<file path="config.mk">
export PLATFORM = sky130hd
export DESIGN_NAME = cpu_core
export DESIGN_NICKNAME = d
export VERILOG_FILES = /design/src/rtl/cpu_core.sv
export SDC_FILE = /design/constraint.sdc
export NUM_CORES = 1
export LEC_CHECK = 0
export BUFFER_PORTS_ARGS = -buffer_cell sky130_fd_sc_hd__buf_4
export CAP_MARGIN = 0
export CORE_MARGIN = 10
export CORE_UTILIZATION = 30
export DETAILED_ROUTE_END_ITERATION = 6
export GPL_TIMING_DRIVEN = 1
export SLEW_MARGIN = 20
export SYNTH_ARGS = -nofsm -noshare
export SYNTH_HDL_FRONTEND = slang
export SYNTH_SLANG_ARGS = --single-unit
</file>
<file path="constraint.sdc">
create_clock -name clock -period 4.5 [get_ports clock]
set_input_delay 0.9 -clock clock [delete_from_list [all_inputs] [get_ports clock]]
set_output_delay 0.9 -clock clock [all_outputs]
set_load 0.01 [all_outputs]
</file>
<file path="src/rtl/cpu_core.sv">
// cpu_core: multicycle, non-pipelined 32-bit core (FETCH -> DECODE -> EXEC -> WB)
// for the 5-bit-opcode RISC subset. Holds PC, IR and operand/result latches only;
// architectural registers live in the external regfile.
// Optional feature macro: OVF_STATUS_EN. When defined, a signed overflow on
// add/addi/sub redirects the WB write to r30 with a status code (1/2/3).
module cpu_core #(
    parameter logic [31:0] RESET_PC = 32'd0
) (
    input  logic        clock,
    input  logic        reset,
    output logic [31:0] address_imem,
    input  logic [31:0] q_imem,
    output logic        ctrl_writeEnable,
    output logic [4:0]  ctrl_writeReg,
    output logic [4:0]  ctrl_readRegA,
    output logic [4:0]  ctrl_readRegB,
    output logic [31:0] data_writeReg,
    input  logic [31:0] data_readRegA,
    input  logic [31:0] data_readRegB,
    output logic        wren,
    output logic [31:0] address_dmem,
    output logic [31:0] data,
    input  logic [31:0] q_dmem
);

    localparam int unsigned XLEN   = 32;
    localparam int unsigned RW     = 5;
    localparam int unsigned IMM_W  = 17;
    localparam int unsigned TGT_W  = 27;

    localparam logic [4:0] OP_RTYPE = 5'b00000;
    localparam logic [4:0] OP_J     = 5'b00001;
    localparam logic [4:0] OP_BNE   = 5'b00010;
    localparam logic [4:0] OP_JAL   = 5'b00011;
    localparam logic [4:0] OP_JR    = 5'b00100;
    localparam logic [4:0] OP_ADDI  = 5'b00101;
    localparam logic [4:0] OP_BLT   = 5'b00110;
    localparam logic [4:0] OP_SW    = 5'b00111;
    localparam logic [4:0] OP_LW    = 5'b01000;

    localparam logic [4:0] ALU_ADD  = 5'b00000;
    localparam logic [4:0] ALU_SUB  = 5'b00001;
    localparam logic [4:0] ALU_AND  = 5'b00010;
    localparam logic [4:0] ALU_OR   = 5'b00011;
    localparam logic [4:0] ALU_SLL  = 5'b00100;
    localparam logic [4:0] ALU_SRA  = 5'b00101;

    localparam logic [RW-1:0] REG_LINK = 5'd31;
`ifdef OVF_STATUS_EN
    localparam logic [RW-1:0] REG_OVF  = 5'd30;
`endif

    typedef enum logic [1:0] {
        S_FETCH  = 2'd0,
        S_DECODE = 2'd1,
        S_EXEC   = 2'd2,
        S_WB     = 2'd3
    } state_e;

    // Architectural / sequencing state
    state_e            state_q;
    logic [XLEN-1:0]   pc_q;
    logic [XLEN-1:0]   ir_q;
    logic [XLEN-1:0]   opa_q;
    logic [XLEN-1:0]   opb_q;

    // Registered memory-side outputs (live during EXEC)
    logic              wren_q;
    logic [XLEN-1:0]   dmem_addr_q;
    logic [XLEN-1:0]   dmem_data_q;

    // Registered regfile-side outputs (live during WB)
    logic              wen_q;
    logic [RW-1:0]     wreg_q;
    logic [XLEN-1:0]   wdata_q;
    logic              wmem_q;

    // Next values produced by the decode and execute datapaths
    logic              wren_d;
    logic [XLEN-1:0]   dmem_addr_d;
    logic [XLEN-1:0]   pc_d;
    logic              wen_d;
    logic [RW-1:0]     wreg_d;
    logic [XLEN-1:0]   wdata_d;
    logic              wmem_d;

    // Register-index source: the incoming ROM word while decoding, IR otherwise
    logic [4:0]        sel_op;
    logic [RW-1:0]     sel_rd;
    logic [RW-1:0]     sel_rs;
    logic [RW-1:0]     sel_rt;

    // Execute-stage fields and arithmetic
    logic [4:0]        ex_op;
    logic [RW-1:0]     ex_rd;
    logic [4:0]        ex_shamt;
    logic [4:0]        ex_alu;
    logic [XLEN-1:0]   ex_imm;
    logic [XLEN-1:0]   ex_target;
    logic [XLEN-1:0]   pc_inc;
    logic [XLEN-1:0]   br_target;
    logic [XLEN-1:0]   sum_ab;
    logic [XLEN-1:0]   diff_ab;
    logic [XLEN-1:0]   sum_ai;
    logic [XLEN-1:0]   dec_imm;
    logic              unused_ir;

    assign ex_op     = ir_q[31:27];
    assign ex_rd     = ir_q[26:22];
    assign ex_shamt  = ir_q[11:7];
    assign ex_alu    = ir_q[6:2];
    assign ex_imm    = {{(XLEN-IMM_W){ir_q[IMM_W-1]}}, ir_q[IMM_W-1:0]};
    assign ex_target = {{(XLEN-TGT_W){1'b0}}, ir_q[TGT_W-1:0]};
    assign pc_inc    = pc_q + XLEN'(1);
    assign br_target = pc_inc + ex_imm;
    assign sum_ab    = opa_q + opb_q;
    assign diff_ab   = opa_q - opb_q;
    assign sum_ai    = opa_q + ex_imm;
    assign dec_imm   = {{(XLEN-IMM_W){q_imem[IMM_W-1]}}, q_imem[IMM_W-1:0]};
    assign unused_ir = ^ir_q[1:0];

`ifdef OVF_STATUS_EN
    logic ovf_add;
    logic ovf_sub;
    logic ovf_addi;

    assign ovf_add  = (opa_q[XLEN-1] == opb_q[XLEN-1])  && (sum_ab[XLEN-1]  != opa_q[XLEN-1]);
    assign ovf_sub  = (opa_q[XLEN-1] != opb_q[XLEN-1])  && (diff_ab[XLEN-1] != opa_q[XLEN-1]);
    assign ovf_addi = (opa_q[XLEN-1] == ex_imm[XLEN-1]) && (sum_ai[XLEN-1]  != opa_q[XLEN-1]);
`endif

    // Regfile read indices: B port carries rd for instructions that compare or store rd
    always_comb begin
        if (state_q == S_DECODE) begin
            sel_op = q_imem[31:27];
            sel_rd = q_imem[26:22];
            sel_rs = q_imem[21:17];
            sel_rt = q_imem[16:12];
        end else begin
            sel_op = ir_q[31:27];
            sel_rd = ir_q[26:22];
            sel_rs = ir_q[21:17];
            sel_rt = ir_q[16:12];
        end
        ctrl_readRegA = sel_rs;
        case (sel_op)
            OP_SW, OP_BNE, OP_BLT, OP_JR: ctrl_readRegB = sel_rd;
            default:                      ctrl_readRegB = sel_rt;
        endcase
    end

    // Memory request computed while decoding so it is registered for EXEC
    always_comb begin
        wren_d      = (q_imem[31:27] == OP_SW);
        dmem_addr_d = data_readRegA + dec_imm;
    end

    // Execute: ALU result, writeback selection and next PC
    always_comb begin
        pc_d    = pc_inc;
        wen_d   = 1'b0;
        wreg_d  = ex_rd;
        wdata_d = '0;
        wmem_d  = 1'b0;
        case (ex_op)
            OP_RTYPE: begin
                case (ex_alu)
                    ALU_ADD: begin
                        wen_d   = 1'b1;
                        wdata_d = sum_ab;
`ifdef OVF_STATUS_EN
                        if (ovf_add) begin
                            wreg_d  = REG_OVF;
                            wdata_d = XLEN'(1);
                        end
`endif
                    end
                    ALU_SUB: begin
                        wen_d   = 1'b1;
                        wdata_d = diff_ab;
`ifdef OVF_STATUS_EN
                        if (ovf_sub) begin
                            wreg_d  = REG_OVF;
                            wdata_d = XLEN'(3);
                        end
`endif
                    end
                    ALU_AND: begin
                        wen_d   = 1'b1;
                        wdata_d = opa_q & opb_q;
                    end
                    ALU_OR: begin
                        wen_d   = 1'b1;
                        wdata_d = opa_q | opb_q;
                    end
                    ALU_SLL: begin
                        wen_d   = 1'b1;
                        wdata_d = opa_q << ex_shamt;
                    end
                    ALU_SRA: begin
                        wen_d   = 1'b1;
                        wdata_d = $signed(opa_q) >>> ex_shamt;
                    end
                    default: ;
                endcase
            end
            OP_ADDI: begin
                wen_d   = 1'b1;
                wdata_d = sum_ai;
`ifdef OVF_STATUS_EN
                if (ovf_addi) begin
                    wreg_d  = REG_OVF;
                    wdata_d = XLEN'(2);
                end
`endif
            end
            OP_LW: begin
                wen_d  = 1'b1;
                wmem_d = 1'b1;
            end
            OP_J: pc_d = ex_target;
            OP_BNE: begin
                if (opb_q != opa_q) pc_d = br_target;
            end
            OP_JAL: begin
                wen_d   = 1'b1;
                wreg_d  = REG_LINK;
                wdata_d = pc_inc;
                pc_d    = ex_target;
            end
            OP_JR: pc_d = opb_q;
            OP_BLT: begin
                if ($signed(opb_q) < $signed(opa_q)) pc_d = br_target;
            end
            default: ;
        endcase
        // r0 is never written
        if (wreg_d == '0) wen_d = 1'b0;
    end

    // Sequencer: four states per instruction with registered strobes
    always_ff @(posedge clock or negedge reset) begin
        if (!reset) begin
            state_q     <= S_FETCH;
            pc_q        <= RESET_PC;
            ir_q        <= '0;
            opa_q       <= '0;
            opb_q       <= '0;
            wren_q      <= 1'b0;
            dmem_addr_q <= '0;
            dmem_data_q <= '0;
            wen_q       <= 1'b0;
            wreg_q      <= '0;
            wdata_q     <= '0;
            wmem_q      <= 1'b0;
        end else begin
            case (state_q)
                S_FETCH: begin
                    state_q <= S_DECODE;
                end
                S_DECODE: begin
                    ir_q        <= q_imem;
                    opa_q       <= data_readRegA;
                    opb_q       <= data_readRegB;
                    wren_q      <= wren_d;
                    dmem_addr_q <= dmem_addr_d;
                    dmem_data_q <= data_readRegB;
                    state_q     <= S_EXEC;
                end
                S_EXEC: begin
                    pc_q    <= pc_d;
                    wren_q  <= 1'b0;
                    wen_q   <= wen_d;
                    wreg_q  <= wreg_d;
                    wdata_q <= wdata_d;
                    wmem_q  <= wmem_d;
                    state_q <= S_WB;
                end
                S_WB: begin
                    wen_q   <= 1'b0;
                    wmem_q  <= 1'b0;
                    state_q <= S_FETCH;
                end
                default: state_q <= S_FETCH;
            endcase
        end
    end

    assign address_imem     = pc_q;
    assign wren             = wren_q;
    assign address_dmem     = dmem_addr_q;
    assign data             = dmem_data_q;
    assign ctrl_writeEnable = wen_q;
    assign ctrl_writeReg    = wreg_q;
    // Load data arrives from the RAM during WB, so it bypasses the result latch
    assign data_writeReg    = wmem_q ? q_dmem : wdata_q;

endmodule

</file>
; After elaboration in Yosys (flattened, before gate mapping)
; Index checks and enable logic that the tools add are counted.
[op_classes]
n_addsub = 6
n_lt_le_gt_ge = 1
eq_ne = 21
shift = 2
n_mux = 20
n_bitwise = 2
n_reduce_logical = 10
[op_table]
columns = operator, n
row1 = 32-bit case mux with 6 select lines, 1
row2 = 32-bit adder, 4
row3 = 32-bit case mux with 4 select lines, 1
row4 = 32-bit two-way mux, 3
row5 = 32-bit case mux with 3 select lines, 1
row6 = "5-bit by 3-bit == test with 1-bit output, second input constant", 9
row7 = "32-bit by 1-bit adder with 32-bit output, second input constant", 1
row8 = 32-bit AND, 1
row9 = 32-bit < comparator, 1
row10 = 32-bit inequality test, 1
row11 = 32-bit bitwise OR, 1
row12 = 32-bit by 5-bit left shift with 32-bit output, 1
row13 = 32-bit by 5-bit >>> shifter with 32-bit output, 1
row14 = 32-bit subtractor, 1
row15 = 5-bit two-way mux, 6
row16 = "5-bit by 2-bit == test with 1-bit output, second input constant", 5
row17 = 5-bit zero test, 3
row18 = "5-bit by 1-bit == test with 1-bit output, second input constant", 2
row19 = 1-bit case mux with 2 select lines, 4
row20 = 2-bit case mux with 4 select lines, 1
row21 = 6-bit OR reduction, 1
row22 = "5-bit by 4-bit == test with 1-bit output, second input constant", 1
row23 = "2-bit == test, second input constant", 2
row24 = 2-bit nonzero test, 2
row25 = 6 further kinds, 8
[word_totals]
register_bits = 202
input_bits = 130
out_inout_bits = 145
wordCells = 73

; Longest topological paths before layout
[logic_depth]
depth_word = 6
depth_mapped = 19
depth_no_buf = 19

; Worst setup path after synthesis
; Ideal clock, no wire load.
[synth_path]
path_type = register to register
from = register ir_q[4]
to = register wdata_q[21]
setup_time_ps = 132
arrival_ps = 4079
required_ps = 4368
path_slack_ps = 289
path_stages_with_launch = 19
n_path_buf = 3
synth_period_minus_slack_ps = 4211
cell_sequence = dfrtp_1 -> clkbuf_1 -> nor4_1 -> and2_0 -> clkbuf_1 -> clkbuf_1 -> nor2_1 -> xnor2_1 -> ha_1 -> o21a_1 -> o31a_1 -> o21ai_0 -> o21ai_0 -> a2111o_1 -> nand2_1 -> xor2_1 -> o211ai_1 -> a222oi_1 -> o2bb2ai_1
[synth_via]
elab_chain_len = 3
word_cells_on_any_way = 9
cone_classes = 1 x add/sub / 5 x eq/ne / 2 x mux / 1 x reduce/logical
[synth_lines]
columns = element, line
row1 = start: declaration, 63  ; logic [XLEN-1:0] ir_q;
row2 = start signal: assignment, 262  ; ir_q <= q_imem;
row3 = branches (longest 2 deep; another with 32-bit adder), --
row4 = 32-bit case mux with 3 select lines (*), 165  ; case (ex_op)
row5 = end signal: assignment, 275  ; wdata_q <= wdata_d;
row6 = end: declaration, 75  ; logic [XLEN-1:0] wdata_q;
; Mark *: on every way between the ends.
; A chain may end at the register's enable or synchronous reset.

; Worst setup path in the final report
[layout_path]
from = register pc_q[10] (netlist: address_imem[10])
to = register pc_q[28] (netlist: address_imem[28])
[layout_via]
elab_chain_len = 4
word_cells_on_any_way = 5
cone_classes = 2 x add/sub / 3 x mux
[layout_lines]
columns = element, line
row1 = start: declaration, 62  ; logic [XLEN-1:0] pc_q;
row2 = start signal: assignment, 271  ; pc_q <= pc_d;
row3 = 32-bit by 1-bit adder with 32-bit output (*), 114  ; assign pc_inc = pc_q + XLEN'(1);
row4 = 32-bit adder, 115  ; assign br_target = pc_inc + ex_imm;
row5 = 32-bit two-way mux (on tied branches), "233, 223"
row6 = 32-bit case mux with 4 select lines (*), 165
; Every way passes the cells marked *; elsewhere a longest branch is shown, timed or not.

==> out/qor.txt <==
N_diodes - 0
Crit-path max FO - 7
Row cnt - 100
Most frequent cell on the critical path - a21oi_1
Leak pwr - 13.1 nW
Post-synthesis sequential area ratio - 22.3%
Clock Sinks - 202
Count leader, synth - nand2_1
Starting density of the core - 30.4%
Critical Path RT - 4.92 ns
Crit path largest cell delay - 0.59 ns
P per Cell Area - 295 mW/mm²
Violated checks - design-rule violations
Status - finished, violations left
Cts bufs inserted - 28
DR vias - 23,056
Max-slew headroom - 28.8%
WL final - 99.4 mm
Top_reg_cell synth - dfrtp_1
EDFF count, synth - 0
Max_cap viols - 0
# port buffers - 274
Total GRT Usage - 21.9%
Tcrit/Tclk final - 93.4%
Highest Signal Layer - met5
Worst Hold Class - primary input to asynchronous set/reset pin
WL met3 - 8.41 mm
Post-Syn Area - 0.0227 mm²
Final #Nets - 3,485
Worst setup SP type - register
P&R area growth vs syn - 26.0%
R2R Setup Slk - 0.30 ns
Worst-Margin Slew - 1.06 ns
Die H - 295 µm
I/O Pins - 275
# setup viols final - 0
#FFs+latches synth - 202
WL/cell - 24.2 µm
Crit end category - register
Die outline area - 0.0870 mm²
CP top delay family - compound AO/OA/AOI/OAI gates
Synth top cells by count - nand2_1, ha_1, nor2_1, a21oi_1, dfrtp_1
Worst Skew - 0.0216 ns
Depth of the CTS H-tree - 1
Maximum vdd drop - 0.000277 V
Minimum clock period - 4.20 ns
Post-synth net total - 3,062
Core Util, Final - 38.2%
Number of remaining DRC errors - 9
Final HPWL from detailed placement - 79.6 mm
Final ANT Viol Nets - 0
DR WL met2 - 44.7 mm
RSZ-0062 raised after global routing - yes
Yosys cell types - 86
Critical-path cell list - nand4_1 > or2_2 > or4_1 > inv_1 > nand2_1 > xnor2_2 > ha_2 > a21o_1 > a21o_1 > a21oi_1 > o21ai_0 > a21oi_1 > o31ai_1 > a21oi_1 > xnor2_1 > a222oi_1 > a21oi_1
Wire length of the first global-routing pass - 146 mm
Vias in the first global route - 22,489
Final hold vios - 0
Die Span X - 295 µm
Yosys warns - 0
Post-synth ARST share - 100%
CTS root buf - clkbuf_16
Deepest clock path buffer count - 3
Core area - 0.0747 mm²
Cell at the slowest stage of the critical path - or4_1
Gpl congestion - 1.01
Clk slew on worst S/H paths - 0.06 ns
Clock insertion delay at the later pin of the skew report - 0.57 ns
TritonCTS clock tree - done
Crit path DAT - 4.62 ns
Gr ovfl total - 0
Worst Path Buf+Inv - 1
Avg Cell Area, Syn - 8.39 µm²
Synth top area cells - dfrtp_1, ha_1, mux4_2
Achievable Freq - 238 MHz
Antenna violations before repair - 4
Crit path kind - register to register
Met1 WL - 43.0 mm
DR vias/cell - 5.60
DR iter-0 viols - 2,126
Slew Limit Fails - 0
Gate Count Post-Synth - 2,702
Total power - 8.43 mW
Largest net degree at the start of global routing - 184
Layout cells sized above 1 - 25.7%
Drt pass-1 iters - 7
Synth area leader - dfrtp_1
Area share of the largest cell type after synthesis - 22.3%
## where the power goes
part / switching (mW) / internal, mW
Sequential: 0.222 / 2.02
Combinational: 2.16 / 1.71
Clock: 0.920 / 1.39
## layout make-up
class | instances | area, µm²
Sequential cell | 202 | 5060
Fill cell | 7650 | 46100
Multi-Input combinational cell | 2184 | 16500
Clock inverter | 13 | 149
Inverter | 163 | 612
Tap cell | 969 | 1210
Clock buffer | 38 | 790
Timing Repair Buffer | 546 | 4190
## worst paths after layout
kind                                               from                            to  cells past startpoint
min reg2reg                     wdata_q[18]$_DFFE_PN0P_       wdata_q[18]$_DFFE_PN0P_                      1
max in group asynchronous                         reset  address_imem[10]$_DFFE_PN0P_                      2
min in group clock              wdata_q[18]$_DFFE_PN0P_       wdata_q[18]$_DFFE_PN0P_                      1
max                        address_imem[10]$_DFFE_PN0P_  address_imem[28]$_DFFE_PN0P_                     17
max reg2reg                address_imem[10]$_DFFE_PN0P_  address_imem[28]$_DFFE_PN0P_                     17
min                                               reset  address_dmem[27]$_DFFE_PN0P_                      1
## layer usage
| metal | vias up | track usage [%] |
|---|---|---|
| met1 | 11011 | 29.6 |
| li1 | 10868 | - |
| met5 | - | 0 |
| met4 | 2 | 6.70 |
| met3 | 164 | 3.72 |
| met2 | 1011 | 35.1 |
## what timing repair did
item	4_1_cts	5_1_grt
endpoints found under the hold margin	0	0
buffers inserted	0	2
setup endpoints to repair	0	12
hold buffers	0	0
resized for setup	0	21
## sequential cells by signal, summed over array words and instances (netlist names)
name and flops:
ir_q 32, wren 1, address_imem 32, address_dmem 32
data 32, wmem_q 1, wdata_q 32, ctrl_writeReg 5
ctrl_writeEnable 1, state_q 2, opa_q 32
## cells in the final DEF, fill, tap and decap left out, types with 97 or more instances in the layout
cell | netlist | layout
nand2_1 | 244 | 244
ha_1 | 226 | 222
xnor2_1 | 123 | 121
inv_1 | 162 | 162
o21ai_0 | 198 | 198
mux2_2 | 97 | 97
a21oi_1 | 205 | 204
dfrtp_1 | 202 | 196
nor2_1 | 219 | 215
buf_4 | 1 | 538
## stage by stage
| stage | cells | hold WS (ns) | area [µm²] | setup WS, ns | TNS [ns] |
|---|---|---|---|---|---|
| after floorplan | 2702 | 0.449 | 22700 | 0.289 | 0 |
| after global placement | 4062 | 0.474 | 27500 | 0.263 | 0 |
| after detailed placement | 4062 | 0.478 | 27500 | 0.158 | 0 |
| after CTS | 4113 | 0.362 | 28500 | 0.157 | 0 |
| after global routing | 4115 | 0.389 | 28600 | -0.0380 | -0.0380 |
| final | 4115 | 0.338 | 28600 | 0.296 | 0 |
## cell families after synthesis
family	count (synthesis)	share of synthesized area, %
buffers and inverters	316	5.36
flip-flops	202	22.3
AO/OA/AOI/OAI	827	24.1
adder cells (fa/ha/maj)	230	12.8
XOR/XNOR	163	6.30
AND/OR/NAND/NOR	731	14.9
multiplexers	233	14.2
(Power assumes the default switching activity.)
